<file path="src/rtl/sram_mbist.sv">
// March C- self-test engine and functional access mux in front of a single-port SRAM.
// When idle the system port drives the SRAM; START hands the SRAM to the engine until the pass ends.
module sram_mbist #(
  parameter int ADDR_W = 10,
  parameter int DATA_W = 8
) (
  input  logic              clk,
  input  logic              rst_n,
  input  logic              start,
  input  logic [ADDR_W-1:0] sys_addr,
  input  logic              sys_we,
  input  logic [DATA_W-1:0] sys_din,
  output logic [DATA_W-1:0] sys_dout,
  output logic [ADDR_W-1:0] mem_addr,
  output logic              mem_we,
  output logic [DATA_W-1:0] mem_din,
  input  logic [DATA_W-1:0] mem_dout,
  output logic              busy,
  output logic              done,
  output logic              fail,
  output logic [ADDR_W-1:0] fail_addr,
  output logic [2:0]        fail_elem,
  output logic [DATA_W-1:0] fail_data
);

  // state | meaning
  // IDLE  | no test since reset; SYS port owns the SRAM
  // RD    | engine drives read address, WE=0
  // CMP   | address held, MEM_DOUT checked against the element's read value
  // WR    | engine writes the element's data at the current address
  // FIN   | test finished, DONE/FAIL held; SYS port owns the SRAM again
  typedef enum logic [2:0] {IDLE, RD, CMP, WR, FIN} state_t;

  localparam logic [DATA_W-1:0] D0 = '0;
  localparam logic [DATA_W-1:0] D1 = '1;
  localparam logic [2:0]        ELEM_LAST = 3'd5;

  state_t              state;
  logic [2:0]          elem;
  logic [ADDR_W-1:0]   addr;
  logic                eng_we;
  logic [DATA_W-1:0]   eng_din;

  logic                last_addr;
  logic [ADDR_W-1:0]   step_addr;
  logic [2:0]          elem_nxt;
  logic                mismatch;

  function automatic logic is_down(input logic [2:0] e);
    return (e == 3'd3) || (e == 3'd4);
  endfunction

  function automatic logic has_write(input logic [2:0] e);
    return e != ELEM_LAST;
  endfunction

  function automatic logic [DATA_W-1:0] wr_data(input logic [2:0] e);
    return ((e == 3'd1) || (e == 3'd3)) ? D1 : D0;
  endfunction

  function automatic logic [DATA_W-1:0] rd_expect(input logic [2:0] e);
    return ((e == 3'd2) || (e == 3'd4)) ? D1 : D0;
  endfunction

  function automatic logic [ADDR_W-1:0] first_addr(input logic [2:0] e);
    return is_down(e) ? '1 : '0;
  endfunction

  assign last_addr = is_down(elem) ? (addr == '0) : (addr == '1);
  assign step_addr = is_down(elem) ? (addr - 1'b1) : (addr + 1'b1);
  assign elem_nxt  = elem + 3'd1;
  assign mismatch  = (mem_dout != rd_expect(elem));

  // Combinational on busy so the SYS port regains the SRAM in the same cycle busy drops.
  assign mem_addr = busy ? addr    : sys_addr;
  assign mem_we   = busy ? eng_we  : sys_we;
  assign mem_din  = busy ? eng_din : sys_din;
  assign sys_dout = mem_dout;

  always_ff @(posedge clk or negedge rst_n) begin
    if (!rst_n) begin
      state     <= IDLE;
      elem      <= '0;
      addr      <= '0;
      eng_we    <= 1'b0;
      eng_din   <= '0;
      busy      <= 1'b0;
      done      <= 1'b0;
      fail      <= 1'b0;
      fail_addr <= '0;
      fail_elem <= '0;
      fail_data <= '0;
    end else begin
      case (state)
        IDLE, FIN: begin
          if (start) begin
            state     <= WR;
            elem      <= '0;
            addr      <= '0;
            eng_we    <= 1'b1;
            eng_din   <= D0;
            busy      <= 1'b1;
            done      <= 1'b0;
            fail      <= 1'b0;
            fail_addr <= '0;
            fail_elem <= '0;
            fail_data <= '0;
          end
        end
        RD: begin
          state  <= CMP;
          eng_we <= 1'b0;
        end
        CMP: begin
          if (mismatch) begin
            // Stop on first fail: record where and what, and release the SRAM.
            fail      <= 1'b1;
            fail_addr <= addr;
            fail_elem <= elem;
            fail_data <= mem_dout;
            state     <= FIN;
            eng_we    <= 1'b0;
            busy      <= 1'b0;
            done      <= 1'b1;
          end else if (!has_write(elem)) begin
            if (last_addr) begin
              state <= FIN;
              busy  <= 1'b0;
              done  <= 1'b1;
            end else begin
              addr  <= step_addr;
              state <= RD;
            end
          end else begin
            state   <= WR;
            eng_we  <= 1'b1;
            eng_din <= wr_data(elem);
          end
        end
        WR: begin
          if (last_addr) begin
            // Every element after E0 opens with a read.
            elem   <= elem_nxt;
            addr   <= first_addr(elem_nxt);
            state  <= RD;
            eng_we <= 1'b0;
          end else begin
            addr <= step_addr;
            if (elem == 3'd0) begin
              state  <= WR;
              eng_we <= 1'b1;
            end else begin
              state  <= RD;
              eng_we <= 1'b0;
            end
          end
        end
        default: begin
          state  <= IDLE;
          eng_we <= 1'b0;
          busy   <= 1'b0;
        end
      endcase
    end
  end

endmodule

</file>
<file path="config.mk">
export PLATFORM = sky130hd
export DESIGN_NAME = sram_mbist
export DESIGN_NICKNAME = d
export VERILOG_FILES = /design/src/rtl/sram_mbist.sv
export SDC_FILE = /design/constraint.sdc
export NUM_CORES = 1
export LEC_CHECK = 0
export CAP_MARGIN = 10
export CORE_MARGIN = 3
export CORE_UTILIZATION = 48
export DETAILED_ROUTE_END_ITERATION = 10
export PLACE_DENSITY = 0.82
export SKIP_LAST_GASP = 1
export SYNTH_ARGS = -nofsm -noshare
export SYNTH_HDL_FRONTEND = slang
export SYNTH_SLANG_ARGS = --single-unit
</file>
<file path="constraint.sdc">
create_clock -name clk -period 3.23 [get_ports clk]
set_input_delay 0.646 -clock clk [delete_from_list [all_inputs] [get_ports clk]]
set_output_delay 0.646 -clock clk [all_outputs]
set_load 0.005 [all_outputs]
</file>
; Word level (Yosys, flattened, before mapping)
; Cells that the tools add are included.
; W data, S select, Z words.
[totals]
ff_bits = 49
out_inout_bits = 51
word_cells = 108
inputBits = 30
[op_classes]
n_bitwise = 1
muxes = 51
n_reduce_logical = 19
n_addsub = 3
n_eq_ne = 23
[op_table]
columns = op, n
row1 = $mux W10, 9
row2 = $mux W8, 7
row3 = $pmux W8 S2, 2
row4 = $pmux W10 S3, 1
row5 = $mux W3, 7
row6 = $pmux W10 S2, 1
row7 = $eq A3 B2 Y1 const B, 5
row8 = $mux W1, 15
row9 = $ne A2 B2 Y1 const B, 7
row10 = $ne A3 B3 Y1 const B, 4
row11 = $pmux W3 S2, 2
row12 = $pmux W3 S4, 1
row13 = $reduce_and A4 Y1, 3
row14 = $add A10 B1 Y10 const B, 1
row15 = $eq A10 B10 Y1 const B, 1
row16 = $logic_not A10 Y1, 1
row17 = $sub A10 B1 Y10 const B, 1
row18 = $eq A3 B3 Y1 const B, 3
row19 = $ne A8 B8 Y1, 1
row20 = $eq A3 B1 Y1 const B, 2
row21 = $logic_not A3 Y1, 2
row22 = $pmux W1 S3, 2
row23 = $reduce_and A3 Y1, 2
row24 = $reduce_and A5 Y1, 1
row25 = other kinds (9), 16

; Longest topological paths before layout
; Gate-level depths: netlist of run 1.
[depth]
word_depth = 7
depth_mapped = 10

; Worst setup path before layout of run 1
; OpenSTA, ideal clock, no wires.
[synth_timing]
path_kind = reg2reg
from = register elem[0]
to = register addr[8]
setup_slack_ps = 522
period_less_slack_ps = 2708
path_buffers = 0
arrival_ps = 2582
stages_incl_launch_ff = 11
t_required_ps = 3104
setup_ps = 126
cell_sequence = dfrtp_1 > inv_1 > ha_1 > mux2_4 > fa_1 > a21o_1 > a211oi_1 > o21bai_1 > o31ai_1 > xnor2_1 > a221o_1
[synth_between]
elab_chain_len = 7
[synth_lines]
columns = element, line_no
row1 = start: declaration, 39  ; logic [2:0] elem;
row2 = start signal: assignment, 143  ; elem <= elem_nxt;
row3 = "parallel branches: the longest is 7 deep, another holds $add A3 B1 Y3", --
row4 = end signal: assignment, 131  ; addr <= step_addr;
row5 = end signal: assignment, 144  ; addr <= first_addr(elem_nxt);
row6 = end signal: assignment, 148  ; addr <= step_addr;
row7 = end: declaration, 40  ; logic [ADDR_W-1:0] addr;
; Several ways; the timed one is not identified. The select of a mux whose other input is x is not followed.
; A chain may end at the register's enable or synchronous reset.

; Worst setup path after layout of run 1
; Same ends and word-level chain as after synthesis.

==> results of run 1 <==
## critical path: cells and delay by family (launching register included)
kind	cells	cell delay [ns]
AOI/OAI and AO/OA	5	1.14
DFF	1	0.44
adders and majority gates	2	0.67
buffers and inverters	1	0.11
muxes	1	0.37
xor gates and xnor gates	1	0.10
## layer usage
metal | share of wire (%) | up-vias
met5 | 0 | -
met4 | 0.73 | 0
met3 | 10 | 6
met2 | 45 | 118
met1 | 44 | 1163
li1 | - | 1268
## power by group
part | internal [mW] | leakage, nW | switching, mW | total [mW]
combinational | 0.552 | 1.03 | 0.473 | 1.02
sequential | 0.652 | 0.564 | 0.164 | 0.816
clock | 0.228 | 0.0579 | 0.177 | 0.405
total | 1.43 | 1.65 | 0.815 | 2.25
## registers in the layout, indices dropped and copies added (netlist names)
register   flops
addr          10
state          3
fail_addr     10
fail_elem      3
done           1
fail           1
elem           3
eng_we         1
fail_data      8
eng_din        1
busy           1
## kinds of logic (layout without fill, tap and decap cells)
| family | Yosys count | in the layout | synth area share, % |
|---|---|---|---|
| DFF | 42 | 42 | 37.8 |
| AOI/OAI and AO/OA | 96 | 96 | 22.4 |
| muxes | 18 | 18 | 7.16 |
| and+or+nand+nor | 108 | 108 | 18.5 |
| xor gates and xnor gates | 6 | 6 | 1.89 |
| adders and majority gates | 13 | 13 | 6.13 |
| buffers and inverters | 35 | 106 | 6.08 |
## worst paths after layout
kind / endpoint / slack, ns / cells past startpoint
setup / recovery: addr[8] / 0.32 / 10
hold / removal: fail_addr[6] / 0.47 / 1
setup reg to reg: addr[8] / 0.32 / 10
hold reg to reg: fail_elem[2] / 0.48 / 2
max in group asynchronous: addr[9] / 2.18 / 1
min in group clk: fail_elem[2] / 0.48 / 2
## cell type report
type,instances,area (um^2)
fillers,441,1850
clock buffers,5,68.8
repair buffers,83,818
well taps,72,90.1
inverters,15,56.3
flip-flops and latches,42,1050
clock inverters,3,40.0
multi-input cells,241,1560
## through the flow
stage / hold WS, ns / cell area (um^2) / utilization [%]
floorplan: 0.350 / 2780 / -
global placement: 0.462 / 3580 / 64.6
detailed placement: 0.469 / 3580 / 64.6
CTS: 0.487 / 3690 / 66.5
global route: 0.506 / 3690 / 66.5
finish: 0.472 / 3690 / 66.5
## cells in the final DEF (no fill, tap or decap), types with 2 or more instances in the layout
cell / count
o21ai_0: 45
nor4_1: 5
mux2i_1: 6
and3_1: 2
nand2b_1: 4
and2_1: 3
nor3_2: 2
xor2_1: 2
nand4_1: 6
nand2_1: 57
o21a_1: 3
xnor2_1: 4
clkinv_2: 2
nor2_1: 16
a21oi_2: 3
a21o_1: 3
inv_1: 15
o21bai_1: 2
nand3_1: 2
a211oi_1: 5
a211o_1: 3
clkbuf_8: 5
buf_4: 3
nor3_1: 6
a21oi_1: 15
mux2_2: 11
clkdlybuf4s50_1: 79
dfrtp_1: 42
ha_1: 12
a32o_1: 2
==> impl_metrics.csv, run 1 <==
group,metric,value,unit
synthesis,synth_edf_count,0,
setup_path,crit_fanout,17,
sta,max_slew.worst_pin.slew,0.907,ns
synthesis,yosysMostFrequentCell,"nand2_1",
global_routing,grt_usage,21.4,%
global_routing,grt_busiest_layer,"met2",
clocking,clk_pin_slew,0.09,ns
setup_path,cp-startpoint,"elem[0]",
placed_design,gp_congestion,0.839,
clocking,ctsHoldBuffers,0,
synthesis,yosys_warnings,0,
setup_path,startpoint_type,"flip-flop",
synthesis,avgSynthCellArea,8.73,um^2
min_path,holdCritPathClass,"primary input to async pin",
synthesis,netlist.area_leader.share,37.8,%
sta,slew_violations,0,
outcome,status,"finished, final reports clean",
cells_and_area,num-nets-final,431,
floorplan,num_rows,27,
clocking,cts_root_buf,"clkbuf_8",
sta,min_period,2.91,ns
sta,timing.final.crit_share,90.0,%
placed_design,placedCellCount,453,
clocking,cts_buffer_depth,2,
floorplan,die_h,82.1,um
placed_design,hpwl,5.07,mm
synthesis,syn_inst,318,
clocking,post_cts_buffers,0,
synthesis,ys_ff_latch,42,
global_routing,grt_max_degree,43,
synthesis,synthTopCellsByArea,"dfrtp_1 (38%), o21ai_0 (8.1%), nand2_1 (7.7%), ha_1 (5.4%), mux2_2 (4.5%)",
floorplan,initial_core_util,50.1,%
global_routing,use_met3,6.03,%
floorplan,fp.coreArea,0.00554,mm^2
sta,final-setup-viol-count,0,
cells_and_area,area_growth,32.7,%
setup_path,crit_arrival,3.10,ns
drt,drt_iter0_drc,134,
clocking,cts.htree.levels,2,
synthesis,synthesis.area,0.00278,mm^2
drt,via_count,2555,
drt,via_per_inst,5.54,
synthesis,async_flop_share,100,%
sta,hold_viol_final,0,
clocking,cts_tree,"yes",
floorplan,fp.dieW,82.1,um
drt,drtAntennaViolNets,0,
clocking,cts_resized,0,
clocking,cts.sinks,42,
setup_path,crit_chain,"inv_1 > ha_1 > mux2_4 > fa_1 > a21o_1 > a211oi_1 > o21bai_1 > o31ai_1 > xnor2_1 > a221o_1",
pwr,p_leak,1.65,nW
sta,timing.fmax,344,MHz
cells_and_area,final_cells,461,
setup_path,end_kind,"flip-flop",
sta,slew_headroom,39.5,%
setup_path,crit_slowest_cell,"dfrtp_1",
setup_path,r2r_start,"elem[0]",
setup_path,critPathMaxStageDelay,0.44,ns
synthesis,synth_commonest_cells,"nand2_1 (57), o21ai_0 (45), dfrtp_1 (42)",
synthesis,synth_ff_type,"dfrtp_1",
synthesis,synth_nets,361,
global_routing,antenna_found_initial,0,
cells_and_area,diodes,0,
synthesis,synth_cell_types,52,
floorplan,die_area,0.00674,mm^2
global_routing,grtUsageMet2,33.6,%
pwr,power_per_cell_area,609,mW/mm^2
setup_path,worstPathRequired,3.42,ns
drt,drc,0,
pwr,ir_drop,0.459,mV
global_routing,grt_pass1_wl,11.2,mm
setup_path,crit_type,"flip-flop to flip-flop",
pwr,power,2.25,mW
drt,routed_wirelength,6.72,mm
floorplan,num_io_pins,81,
clocking,cts_made_buffers,5,
clocking,clkLatencyLatePin,0.30,ns
sta,postLayoutSetupSlackWorst,0.323,ns
placed_design,place_ws,0.346,ns
sta,skew,0.0136,ns
global_routing,use_met1,29.0,%
synthesis,ys_seq_area_share,37.8,%
synthesis,synth_top_area_cell,"dfrtp_1",
global_routing,grt_pass1_vias,2420,
drt,drtPass1Iterations,4,
global_routing,grt_overflow,0,
cells_and_area,drive_above_1_share,8.74,%
sta,rsz0062_at_grt,"false",
sta,fin_setup_tns,0,ns
drt,wl_per_cell,14.6,um
flow_run,drv_cap,0,
placed_design,io_buffers,80,
No activity file was read; power rests on OpenSTA's default activity.
==> run 2, diff against run 1 <==
--- a/config.mk
+++ b/config.mk
@@ -11,6 +11,7 @@
 export DETAILED_ROUTE_END_ITERATION = 10
 export PLACE_DENSITY = 0.82
 export SKIP_LAST_GASP = 1
+export SLEW_MARGIN = 25
 export SYNTH_ARGS = -nofsm -noshare
 export SYNTH_HDL_FRONTEND = slang
 export SYNTH_SLANG_ARGS = --single-unit
==> run 2 against run 1 <==
  * Register-to-register slack barely moved
  * Fmax barely moved
  * Die area did not move
  * Combinational power barely moved
  * Largest cell class unchanged
==> impl_metrics.csv, run 2 (synthesis gave the netlist of run 1 again) <==
group,metric,value,unit
outcome,status,"finished, final reports clean",
placed_design,placedCellCount,453,
setup_path,startpoint_type,"flip-flop",
setup_path,crit_type,"flip-flop to flip-flop",
setup_path,crit_slowest_cell,"dfrtp_1",
pwr,power_per_cell_area,609,mW/mm^2
cells_and_area,drive_above_1_share,8.74,%
floorplan,die_area,0.00674,mm^2
global_routing,grt_pass1_wl,11.2,mm
floorplan,num_rows,27,
sta,slew_headroom,55.9,%
drt,via_count,2566,
clocking,clkLatencyLatePin,0.30,ns
clocking,cts_made_buffers,5,
cells_and_area,most-common-layout-cells,"clkdlybuf4s50_1 (79), nand2_1 (57), o21ai_0 (45)",
clocking,cts_buffer_depth,2,
cells_and_area,final_common_cell,"clkdlybuf4s50_1",
pwr,p_leak,1.65,nW
global_routing,antenna_found_initial,0,
setup_path,crit_fanout,17,
global_routing,grt_usage,21.4,%
global_routing,grt_pass1_vias,2420,
cells_and_area,multi_input_area,0.00156,mm^2
floorplan,fp.coreArea,0.00554,mm^2
global_routing,grt_overflow,0,
min_path,holdCritPathClass,"primary input to async pin",
floorplan,fp.dieW,82.1,um
clocking,cts.htree.levels,2,
setup_path,path_delay_family,"compound AO/OA/AOI/OAI gates",
clocking,cts_root_buf,"clkbuf_8",
floorplan,initial_core_util,50.1,%
clocking,cts_tree,"yes",
placed_design,dpl_cell_area,0.00358,mm^2
setup_path,reg2reg_slack,0.32,ns
clocking,clk_pin_slew,0.09,ns
global_routing,grt_max_degree,43,
drt,drt_iter0_drc,153,
sta,min_period,2.91,ns
drt,drtAntennaViolNets,0,
cells_and_area,design_area,0.00369,mm^2
sta,skew,0.0141,ns
cells_and_area,largestRegisters,"addr x10, fail_addr x10, fail_data x8",
cells_and_area,final_cells,461,
sta,slew_violations,0,
floorplan,die_h,82.1,um
sta,final-setup-viol-count,0,
sta,fin_hold_ws,0.316,ns
drt,wl_per_cell,14.6,um
cells_and_area,diodes,0,
clocking,ctsHoldBuffers,0,
floorplan,num_io_pins,81,
drt,drc,0,
setup_path,crit_chain,"inv_1 > ha_1 > mux2_4 > fa_1 > a21o_1 > a211oi_1 > o21bai_1 > o31ai_1 > xnor2_1 > a221o_1",
setup_path,critPathMaxStageDelay,0.44,ns
placed_design,io_buffers,80,
setup_path,critical_path_buf_inv_count,1,
sta,rsz0062_at_grt,"false",
setup_path,crit_arrival,3.10,ns
sta,timing.fmax,344,MHz
setup_path,reg2reg_to,"addr[8]",
drt,routed_wirelength,6.73,mm
cells_and_area,area_growth,32.8,%
flow_run,drv_cap,0,
placed_design,gp_congestion,0.839,
setup_path,end_kind,"flip-flop",
cells_and_area,num-nets-final,431,
cells_and_area,regArea,0.00105,mm^2
placed_design,hpwl,5.07,mm
sta,fin_setup_tns,0,ns
clocking,post_cts_buffers,0,
cells_and_area,nFillCells,442,
clocking,cts.sinks,42,
sta,timing.final.crit_share,90.0,%
drt,drtPass1Iterations,4,
setup_path,worstPathRequired,3.42,ns
pwr,ir_drop,0.459,mV
sta,max_slew.worst_pin.slew,0.661,ns
clocking,cts_resized,0,
setup_path,reg2regPathDepth,10,
drt,via_per_inst,5.57,
setup_path,r2r_start,"elem[0]",
sta,hold_viol_final,0,
-- run 2: stage by stage --
stage	worst slack, ns	power, mW	util (%)
floorplan	0.522	1.35	-
global placement	0.427	1.83	64.6
detailed placement	0.346	1.86	64.6
CTS	0.343	2.27	66.5
global route	0.181	2.42	66.6
finish	0.325	2.25	66.6
-- run 2: final cells by class --
type                       count  area share, %
timing repair buffer          83           22.3
multi-input combinational    241           42.3
inverter                      15           1.53
clock buffer                   5           1.87
tap                           72           2.44
sequential                    42           28.5
clock inverter                 3           1.09
-- run 2: power by group --
group	internal (mW)	leakage [nW]	switching (mW)	total, mW
Clock	0.228	0.0579	0.179	0.406
Combinational	0.552	1.03	0.473	1.03
Sequential	0.652	0.564	0.165	0.817
-- run 2: per-layer routing --
| layer | track usage, % | wire (um) | vias up |
|---|---|---|---|
| met4 | 5.65 | 68 | 0 |
| li1 | - | - | 1268 |
| met1 | 29.0 | 2970 | 1169 |
| met3 | 6.03 | 678 | 8 |
| met5 | 0 | 0 | - |
| met2 | 33.6 | 3010 | 121 |
-- run 2: worst max path at each step --
stage	start	to	slack (ns)	depth (start not counted)
finish	elem[0]	addr[8]	0.32	10
global route	elem[0]	addr[8]	0.18	10
CTS	elem[0]	addr[8]	0.34	10
detailed placement	elem[0]	addr[8]	0.35	10
global placement	elem[0]	addr[8]	0.43	10
floorplan	elem[0]	addr[8]	0.52	10
